`src/rtl/ex_muldiv_unit_if.sv`:
```
// Operand/control bundle between the EX stage and the RV32M multiply/divide unit.
// Pipeline side uses master; the unit uses slave.
interface ex_muldiv_unit_if #(
  parameter int XLEN = 32
);
  logic            start;
  logic [2:0]      funct3;
  logic [XLEN-1:0] rs1_data;
  logic [XLEN-1:0] rs2_data;
  logic            flush;
  logic            stall;
  logic            busy;
  logic            done;
  logic [XLEN-1:0] result;

  modport master (
    output start, funct3, rs1_data, rs2_data, flush,
    input  stall, busy, done, result
  );

  modport slave (
    input  start, funct3, rs1_data, rs2_data, flush,
    output stall, busy, done, result
  );
endinterface

```
`src/rtl/ex_muldiv_unit.sv`:
```
// Iterative RV32M MUL/MULH/MULHSU/MULHU/DIV/DIVU/REM/REMU unit; 33-cycle ops, 1-cycle div special cases.
// Stalls the pipeline while busy. Define MULDIV_FAST_MUL_EN for single-cycle multiplies.
module ex_muldiv_unit #(
  parameter int XLEN = 32
) (
  input  logic              clk,
  input  logic              rst,
  ex_muldiv_unit_if.slave   bus
);

  localparam logic [XLEN-1:0] MIN_NEG = {1'b1, {(XLEN-1){1'b0}}};

  typedef enum logic [1:0] {
    S_IDLE,
    S_MUL,
    S_DIV,
    S_DONE
  } state_t;

  state_t            r_state;
  logic [1:0]        r_op;
  logic [XLEN-1:0]   r_a;
  logic [XLEN-1:0]   r_b;
  logic              r_neg;
  logic [5:0]        r_cnt;
  logic [2*XLEN-1:0] r_acc;
  logic [XLEN-1:0]   r_rem;
  logic [XLEN-1:0]   r_quo;
  logic              r_busy;
  logic              r_done;
  logic [XLEN-1:0]   r_result;

  logic              w_is_div;
  logic              w_a_signed;
  logic              w_b_signed;
  logic              w_a_neg;
  logic              w_b_neg;
  logic [XLEN-1:0]   w_a_mag;
  logic [XLEN-1:0]   w_b_mag;
  logic              w_neg;
  logic              w_div0;
  logic              w_ovf;
  logic [XLEN-1:0]   w_special_res;

  // Operand decode on the live inputs; only consumed at acceptance.
  assign w_is_div   = bus.funct3[2];
  assign w_a_signed = w_is_div ? ~bus.funct3[0] : (bus.funct3[1:0] != 2'b11);
  assign w_b_signed = w_is_div ? ~bus.funct3[0] : ~bus.funct3[1];
  assign w_a_neg    = w_a_signed & bus.rs1_data[XLEN-1];
  assign w_b_neg    = w_b_signed & bus.rs2_data[XLEN-1];
  assign w_a_mag    = w_a_neg ? (XLEN'(0) - bus.rs1_data) : bus.rs1_data;
  assign w_b_mag    = w_b_neg ? (XLEN'(0) - bus.rs2_data) : bus.rs2_data;
  assign w_neg      = (w_is_div & bus.funct3[1]) ? w_a_neg : (w_a_neg ^ w_b_neg);

  assign w_div0 = w_is_div & (bus.rs2_data == '0);
  assign w_ovf  = w_is_div & ~bus.funct3[0] & (bus.rs1_data == MIN_NEG) & (bus.rs2_data == '1);
  assign w_special_res = w_div0 ? (bus.funct3[1] ? bus.rs1_data : '1)
                                : (bus.funct3[1] ? '0 : MIN_NEG);

  // Shift-add step: conditionally add multiplicand to the high half, then shift right.
  logic [XLEN:0]     w_mul_sum;
  logic [2*XLEN-1:0] w_acc_nxt;
  logic [2*XLEN-1:0] w_prod_fin;
  logic [XLEN-1:0]   w_mul_res;

  assign w_mul_sum  = {1'b0, r_acc[2*XLEN-1:XLEN]} + (r_acc[0] ? {1'b0, r_a} : {(XLEN+1){1'b0}});
  assign w_acc_nxt  = {w_mul_sum, r_acc[XLEN-1:1]};
  assign w_prod_fin = r_neg ? ((2*XLEN)'(0) - w_acc_nxt) : w_acc_nxt;
  assign w_mul_res  = (r_op == 2'b00) ? w_prod_fin[XLEN-1:0] : w_prod_fin[2*XLEN-1:XLEN];

  // Restoring step: the shifted remainder is XLEN+1 bits wide, compared with a borrow bit.
  logic [XLEN:0]     w_shift;
  logic [XLEN+1:0]   w_diff;
  logic              w_qbit;
  logic [XLEN-1:0]   w_rem_nxt;
  logic [XLEN-1:0]   w_quo_nxt;
  logic [XLEN-1:0]   w_div_val;
  logic [XLEN-1:0]   w_div_res;

  assign w_shift   = {r_rem, r_quo[XLEN-1]};
  assign w_diff    = {1'b0, w_shift} - {2'b00, r_b};
  assign w_qbit    = ~w_diff[XLEN+1];
  assign w_rem_nxt = w_qbit ? w_diff[XLEN-1:0] : w_shift[XLEN-1:0];
  assign w_quo_nxt = {r_quo[XLEN-2:0], w_qbit};
  assign w_div_val = r_op[1] ? w_rem_nxt : w_quo_nxt;
  assign w_div_res = r_neg ? (XLEN'(0) - w_div_val) : w_div_val;

`ifdef MULDIV_FAST_MUL_EN
  logic [2*XLEN-1:0] w_fast_prod;
  logic [2*XLEN-1:0] w_fast_fin;
  logic [XLEN-1:0]   w_fast_res;

  assign w_fast_prod = {{XLEN{1'b0}}, w_a_mag} * {{XLEN{1'b0}}, w_b_mag};
  assign w_fast_fin  = w_neg ? ((2*XLEN)'(0) - w_fast_prod) : w_fast_prod;
  assign w_fast_res  = (bus.funct3[1:0] == 2'b00) ? w_fast_fin[XLEN-1:0] : w_fast_fin[2*XLEN-1:XLEN];
`endif

  always_ff @(posedge clk) begin
    if (rst) begin
      r_state  <= S_IDLE;
      r_op     <= '0;
      r_a      <= '0;
      r_b      <= '0;
      r_neg    <= 1'b0;
      r_cnt    <= '0;
      r_acc    <= '0;
      r_rem    <= '0;
      r_quo    <= '0;
      r_busy   <= 1'b0;
      r_done   <= 1'b0;
      r_result <= '0;
    end else if (bus.flush) begin
      r_state <= S_IDLE;
      r_busy  <= 1'b0;
      r_done  <= 1'b0;
      r_cnt   <= '0;
    end else begin
      case (r_state)
        S_IDLE: begin
          r_done <= 1'b0;
          if (bus.start) begin
            r_op  <= bus.funct3[1:0];
            r_a   <= w_a_mag;
            r_b   <= w_b_mag;
            r_neg <= w_neg;
            r_cnt <= '0;
            if (w_div0 || w_ovf) begin
              r_result <= w_special_res;
              r_done   <= 1'b1;
              r_state  <= S_DONE;
            end else if (w_is_div) begin
              r_rem   <= '0;
              r_quo   <= w_a_mag;
              r_busy  <= 1'b1;
              r_state <= S_DIV;
            end else begin
`ifdef MULDIV_FAST_MUL_EN
              r_result <= w_fast_res;
              r_done   <= 1'b1;
              r_state  <= S_DONE;
`else
              r_acc   <= {{XLEN{1'b0}}, w_b_mag};
              r_busy  <= 1'b1;
              r_state <= S_MUL;
`endif
            end
          end
        end
        S_MUL: begin
          r_acc <= w_acc_nxt;
          r_cnt <= r_cnt + 6'd1;
          if (r_cnt == 6'd31) begin
            r_result <= w_mul_res;
            r_busy   <= 1'b0;
            r_done   <= 1'b1;
            r_cnt    <= '0;
            r_state  <= S_DONE;
          end
        end
        S_DIV: begin
          r_rem <= w_rem_nxt;
          r_quo <= w_quo_nxt;
          r_cnt <= r_cnt + 6'd1;
          if (r_cnt == 6'd31) begin
            r_result <= w_div_res;
            r_busy   <= 1'b0;
            r_done   <= 1'b1;
            r_cnt    <= '0;
            r_state  <= S_DONE;
          end
        end
        S_DONE: begin
          // Same instruction is still in EX; start is ignored here.
          r_done  <= 1'b0;
          r_state <= S_IDLE;
        end
        default: begin
          r_busy  <= 1'b0;
          r_done  <= 1'b0;
          r_state <= S_IDLE;
        end
      endcase
    end
  end

  assign bus.stall  = bus.start & ~r_done;
  assign bus.busy   = r_busy;
  assign bus.done   = r_done;
  assign bus.result = r_result;

endmodule

```
`src/flat_wrapper.sv`:
```
// flat-port wrapper written by rule: the top's interface ports become plain ports
module ex_muldiv_unit_flat 
#(
  parameter int XLEN = 32
)
  (clk, rst, bus_start, bus_funct3, bus_rs1_data, bus_rs2_data, bus_flush, bus_stall, bus_busy, bus_done, bus_result);
  ex_muldiv_unit_if #(.XLEN(XLEN)) bus_i ();
  input  logic clk;
  input  logic rst;
  input wire logic [$bits(bus_i.start)-1:0] bus_start;
  input wire logic [$bits(bus_i.funct3)-1:0] bus_funct3;
  input wire logic [$bits(bus_i.rs1_data)-1:0] bus_rs1_data;
  input wire logic [$bits(bus_i.rs2_data)-1:0] bus_rs2_data;
  input wire logic [$bits(bus_i.flush)-1:0] bus_flush;
  output wire logic [$bits(bus_i.stall)-1:0] bus_stall;
  output wire logic [$bits(bus_i.busy)-1:0] bus_busy;
  output wire logic [$bits(bus_i.done)-1:0] bus_done;
  output wire logic [$bits(bus_i.result)-1:0] bus_result;
  assign bus_i.start = bus_start;
  assign bus_i.funct3 = bus_funct3;
  assign bus_i.rs1_data = bus_rs1_data;
  assign bus_i.rs2_data = bus_rs2_data;
  assign bus_i.flush = bus_flush;
  assign bus_stall = bus_i.stall;
  assign bus_busy = bus_i.busy;
  assign bus_done = bus_i.done;
  assign bus_result = bus_i.result;
  ex_muldiv_unit #(.XLEN(XLEN)) u_core (.clk(clk), .rst(rst), .bus(bus_i));
endmodule
```
`config.mk`:
```
export PLATFORM = sky130hd
export DESIGN_NAME = ex_muldiv_unit_flat
export DESIGN_NICKNAME = d
export VERILOG_FILES = /design/src/rtl/ex_muldiv_unit_if.sv /design/src/rtl/ex_muldiv_unit.sv /design/src/flat_wrapper.sv
export SDC_FILE = /design/constraint.sdc
export NUM_CORES = 1
export LEC_CHECK = 0
export ABC_AREA = 0
export BUFFER_PORTS_ARGS = -buffer_cell sky130_fd_sc_hd__buf_2
export CORE_MARGIN = 5
export CORE_UTILIZATION = 30
export DETAILED_ROUTE_END_ITERATION = 7
export HOLD_SLACK_MARGIN = 0.02
export PLACE_DENSITY = 0.53
export SYNTH_ARGS = -nofsm -noshare
export SYNTH_HDL_FRONTEND = slang
export SYNTH_SLANG_ARGS = --single-unit
export TNS_END_PERCENT = 5
```
`constraint.sdc`:
```
create_clock -name clk -period 5.4 [get_ports clk]
set_input_delay 0.81 -clock clk [delete_from_list [all_inputs] [get_ports clk]]
set_output_delay 0.81 -clock clk [all_outputs]
set_load 0.005 [all_outputs]
```
**Word-level counts from Yosys, hierarchy flattened**

Index checks and enable logic that the tools add are counted.

- Register bits after elaboration: 237
- Bits of input ports: 71

- Add/sub/neg operators: 7
- Equality and inequality tests: 15
- Muxes and demuxes: 47
- Bitwise operators: 14
- Reduce and logical (&&, ||, !) cells: 17

Operators by type and width:

| cell | count |
|---|---|
| 2-to-1 mux 32 bit | 20 |
| 2-to-1 mux 64 bit | 4 |
| one-hot mux 32 bit (2 select lines) | 2 |
| one-hot mux 64 bit (2 select lines) | 1 |
| one-hot mux 32 bit (3 select lines) | 1 |
| subtractor 1 x 32 -> 32 bit (first input constant) | 3 |
| == test 32 bit (second input constant) | 2 |
| subtractor 1 x 64 -> 64 bit (first input constant) | 1 |
| subtractor 33 x 32 -> 34 bit | 1 |
| adder 32 x 33 -> 33 bit | 1 |
| zero test 32 bit | 1 |
| 2-to-1 mux 6 bit | 2 |
| one-hot mux 6 bit (2 select lines) | 1 |
| != test 2 bit (second input constant) | 5 |
| AND reduction 5 bit | 2 |
| 2-to-1 mux 1 bit | 9 |
| bitwise AND 1 bit | 8 |
| 2-to-1 mux 2 bit | 4 |
| != test 2 x 1 -> 1 bit (second input constant) | 4 |
| adder 6 x 1 -> 6 bit (second input constant) | 1 |
| == test 6 x 5 -> 1 bit (second input constant) | 1 |
| one-hot mux 2 bit (3 select lines) | 1 |
| AND reduction 6 bit | 1 |
| nonzero test 2 bit | 3 |
| other kinds (13) | 21 |

**Logic depth before layout (Yosys ltp)**

- Depth after elaboration: 8
- Depth in mapped cells: 21
- Gate-level depth less buffers: 19

**Worst setup path after synthesis**

No wires, ideal clock.

- Kind: flip-flop to flip-flop
- From: register u_core.r_acc[0]
- To: register u_core.r_result[31], in the netlist u_core.bus.result[31]
- Arrival time: 4260 ps
- Data required time: 5280 ps
- Slack: 1021 ps
- Cell stages (with the launch flop): 16
- Clock period less this slack: 4379 ps
- Path through: dfxtp_1 -> clkbuf_1 -> and2_1 -> ha_1 -> fa_1 -> a21o_1 -> a221o_1 -> a41o_1 -> nor3_1 -> o22ai_1 -> or4_1 -> nor4b_4 -> nand2_1 -> or4_1 -> a31o_1 -> a211o_1

- Cells in the longest elaborated chain, start to end: 7

RTL lines:

| element | line | RTL |
|---|---|---|
| start: declaration | ex_muldiv_unit.sv:26 | `logic [2*XLEN-1:0] r_acc;` |
| start signal: assignment | ex_muldiv_unit.sv:142 | `r_acc <= {{XLEN{1'b0}}, w_b_mag};` |
| start signal: assignment | ex_muldiv_unit.sv:150 | `r_acc <= w_acc_nxt;` |
| 2-to-1 mux 32 bit * | ex_muldiv_unit.sv:66 | `assign w_mul_sum = {1'b0, r_acc[2*XLEN-1:XLEN]} + (r_acc[0] ? {1'b0, r_a} : {(XLEN+1){1'b0}});` |
| adder 32 x 33 -> 33 bit * | ex_muldiv_unit.sv:66 |  |
| subtractor 1 x 64 -> 64 bit | ex_muldiv_unit.sv:68 | `assign w_prod_fin = r_neg ? ((2*XLEN)'(0) - w_acc_nxt) : w_acc_nxt;` |
| 2-to-1 mux 64 bit * | ex_muldiv_unit.sv:68 |  |
| 2-to-1 mux 32 bit * | ex_muldiv_unit.sv:69 | `assign w_mul_res = (r_op == 2'b00) ? w_prod_fin[XLEN-1:0] : w_prod_fin[2*XLEN-1:XLEN];` |
| 2-to-1 mux 32 bit * | ex_muldiv_unit.sv:152 | `if (r_cnt == 6'd31) begin` |
| one-hot mux 32 bit (3 select lines) * | ex_muldiv_unit.sv:118 | `case (r_state)` |
| end signal: assignment | ex_muldiv_unit.sv:128 | `r_result <= w_special_res;` |
| end signal: assignment | ex_muldiv_unit.sv:153 | `r_result <= w_mul_res;` |
| end signal: assignment | ex_muldiv_unit.sv:165 | `r_result <= w_div_res;` |
| end: declaration | ex_muldiv_unit.sv:31 | `logic [XLEN-1:0] r_result;` |

Every way passes the cells marked *; elsewhere a longest branch is shown, timed or not. The select of a mux whose other input is x is not followed.
A chain may end at the register's enable or synchronous reset.

**Worst setup path in the final report**

- From: register u_core.r_acc[0]
- To: register u_core.r_result[22], in the netlist u_core.bus.result[22]

Same word-level chain as after synthesis.

==> summary.txt <==
Run status -> completed
Total CTS buffers -> 34
Main synth FF type -> dfxtp_1
DR vias -> 21060
Synth Area per Inst -> 7.029 sq um
Max Fclk -> 195.6 MHz
Minimum clock period -> 5.111 ns
Std cell rows -> 92
Sequential area share after synthesis -> 24.97%
WL per Instance -> 23.92 microns
Setup Skew -> 0.02401 ns
Mapped Area -> 19000 sq um
Placer Congestion -> 1.013
Final setup viols -> 0
ANT nets after route -> 0
# DRC -> 0
Sequential group share of total power -> 34.2%
Compound-gate portion of the synthesized area -> 29.17%
Hold buffer count at cts -> 0
Wire length after detailed routing -> 85.99 mm
Max_cap viols -> 0
Area after DPL -> 20430 sq um
Vias per cell -> 5.859
Post-Synth Adder-Cell Area -> 5.149%
CP Capture Type -> register
CTS tree -> built
Die Ht -> 261.7 microns
Final Hold Slack -> 0.4487 ns
LEAKAGE -> 8.054 nW
WS Path Type -> register to register
Die area -> 68470 sq um
Synth-to-Final Area Change -> 13.60%
Drt pass-1 iters -> 5
Post-Place Cells -> 3529
Post-route worst setup slack -> 0.2887 ns
Post-CTS Setup Bufs -> 0
Internal -> 0.003601 W
VDD IR-drop max -> 0.1653 mV
Die width -> 261.7 microns
Total gr overflow -> 0
Largest net degree at the start of global routing -> 70
Post-detail-place hpwl -> 65.76 mm
GR Util All Layers -> 24.11%
Startpoint types -> register
Vias in the first global route -> 19220
PD cells -> 253.9 nW/um^2
CP Data Arrival Time -> 5.55 ns
Unrepaired setup endpoints after global routing -> false
Clock Sinks -> 237
Layout cell share with drive strength beyond 1 -> 10.17%
Dpl ws -> 0.2298 ns
Filler cell count -> 6872
Hold Path Class -> register to register
IO Port Bufs -> 105
Multi-input logic area -> 13340 sq um
Syn nets -> 2851
Clock root buffer -> clkbuf_16
Post-Layout Cell Count -> 3595
Number of synthesized flops with an enable pin -> 0
Ports -> 106
Clock tree buffer depth -> 3
Combinational group share of total power -> 23.8%
Final instance area -> 21580 sq um
Clock slew at reported path FFs -> 0.06 ns
Period utilization -> 94.65%
Cell variety after synth -> 93
Largest family of logic cells by synthesized area -> compound AO/OA/AOI/OAI gates
Initial core utilization -> 30.23%
Mux cell area share after synthesis -> 1.574%
Post-synthesis xor/xnor area fraction -> 7.421%
Post-synthesis simple-gate area fraction -> 26.46%
Nets -> 2867
Async set-reset flop share out of synthesis -> 0%
Slew Limit Fails -> 0
Reg area -> 4747 sq um
Post-CTS sizing -> 0
Critical Path RT -> 5.84 ns
CTS H-tree depth -> 2
Total Neg Setup Slack -> 0 ns
Initial DRC Count -> 2236
Core footprint -> 62850 sq um
Syn. warnings -> 0
Max_slew headroom -> 26.00%
Clock power share -> 42.0%
Switching Share -> 34.30%
Least-Margin Pin Slew -> 1.098 ns
Hold Vio Cnt, Final -> 0
Initial antenna violation count -> 10
Insertion delay to the later sink of the worst-skew pair -> 0.56 ns
First-pass GRT wire length -> 127.0 mm
Cell count after synthesis -> 2703
Seq cells post-synth -> 237
Worst Path Max Fanout -> 11
Sw power -> 0.001879 W
## logic make-up (layout without fill, tap and decap cells)
kind of cell | count (synthesis) | after routing
AO/OA/AOI/OAI | 877 | 877
AND/OR/NAND/NOR | 1063 | 1063
XOR/XNOR | 161 | 161
buffers and inverters | 260 | 301
multiplexers | 28 | 28
other | 0 | 5
flip-flops | 237 | 237
adder cells (fa/ha/maj) | 77 | 77
## final timing paths
path,to,slack (ns),cells past startpoint,startpoint
max reg2reg,u_core.bus.result[22],0.29,15,u_core.r_acc[0]
min reg2reg,u_core.bus.result[15],0.45,2,u_core.bus.result[15]
min,u_core.bus.result[15],0.45,2,u_core.bus.result[15]
max,u_core.bus.result[22],0.29,15,u_core.r_acc[0]
## registers in the layout, summed over array words and instances (netlist names)
name	cells
u_core.r_acc	64
u_core.bus.result	32
u_core.r_a	32
u_core.r_b	32
u_core.r_quo	32
u_core.r_rem	32
u_core.r_cnt	6
u_core.r_op	2
u_core.r_state	2
u_core.bus.busy	1
u_core.bus.done	1
u_core.r_neg	1
## power by group through the flow
stage	registers, W	logic [W]	clock network [W]
global placement	0.00191	0.00127	0
finish	0.00187	0.00130	0.00230
global route	0.00188	0.00140	0.00241
CTS	0.00187	0.00128	0.00234
detailed placement	0.00191	0.00127	0
floorplan	0.00188	0.000813	0
## critical path, stage by stage (launching register included)
cell,delay [ns]
dfxtp_1,0.39
and2_1,0.20
ha_1,0.20
fa_1,0.42
a21o_1,0.21
a221oi_1,0.53
o21ai_0,0.33
a21oi_1,0.25
xnor2_1,0.23
or4_1,0.66
nor3_2,0.42
nand3_1,0.20
o31ai_1,0.35
xnor2_1,0.13
a221oi_1,0.37
o21ai_1,0.10
## cells in the final DEF (no fill, tap or decap), types with 14 or more instances in the layout
cell         n
a211oi_1    87
o31ai_1     38
a21oi_1    281
xor2_1      87
ha_1        73
buf_2      104
o41ai_1     16
nand2_1    422
inv_1       67
mux2i_1     22
nor3_1      60
nand4_1     44
nand3_1     72
o211ai_1    48
clkbuf_16   35
a21o_1      28
a311oi_1    15
nor4_1      22
o21a_1      14
or3_1       31
nor2b_1     15
dfxtp_1    235
nor2_1     221
or4_1       22
buf_4       63
and2_1      45
nand2b_1    27
o21ai_0    200
and3_1      16
a221oi_1    16
a31oi_1     30
xnor2_1     74
## metal layers
metal | track usage (%) | up-vias | part of all wire [%] | routed length [microns]
li1 | - | 9872 | - | -
met4 | 6.759 | 4 | 2.8 | 2400
met2 | 36.75 | 986 | 43 | 36830
met1 | 35.31 | 10080 | 45 | 39070
met3 | 3.709 | 124 | 8.9 | 7661
met5 | 0 | - | 0.034 | 29
## cells in the mapped netlist (68+ instances only)
cell / n / area [sq um]
o21ai_0: 200 / 1001
a21oi_1: 281 / 1406
nand2_1: 422 / 1584
inv_1: 68 / 255.2
nand3_1: 72 / 360.4
clkbuf_1: 164 / 615.6
ha_1: 75 / 938.4
xnor2_1: 74 / 648.1
nor2_1: 226 / 848.3
dfxtp_1: 237 / 4745
a211oi_1: 87 / 653.1
xor2_1: 87 / 762.0
## metrics by stage
| step | util (%) | power (W) |
|---|---|---|
| after floorplan | - | 0.002697 |
| after global placement | 32.51 | 0.003180 |
| after detailed placement | 32.51 | 0.003181 |
| after CTS | 34.30 | 0.005492 |
| after global routing | 34.33 | 0.005692 |
| final | 34.34 | 0.005480 |
## layout make-up
cell class / instances / area share [%]
Clock inverter: 13 / 0.5507
Clock buffer: 48 / 4.655
Tap cell: 846 / 4.904
Antenna cell: 5 / 0.05797
Multi-Input combinational cell: 2206 / 61.78
Sequential cell: 237 / 21.99
Timing Repair Buffer: 170 / 4.840
Inverter: 70 / 1.217
No activity file was read; power rests on OpenSTA's default activity.
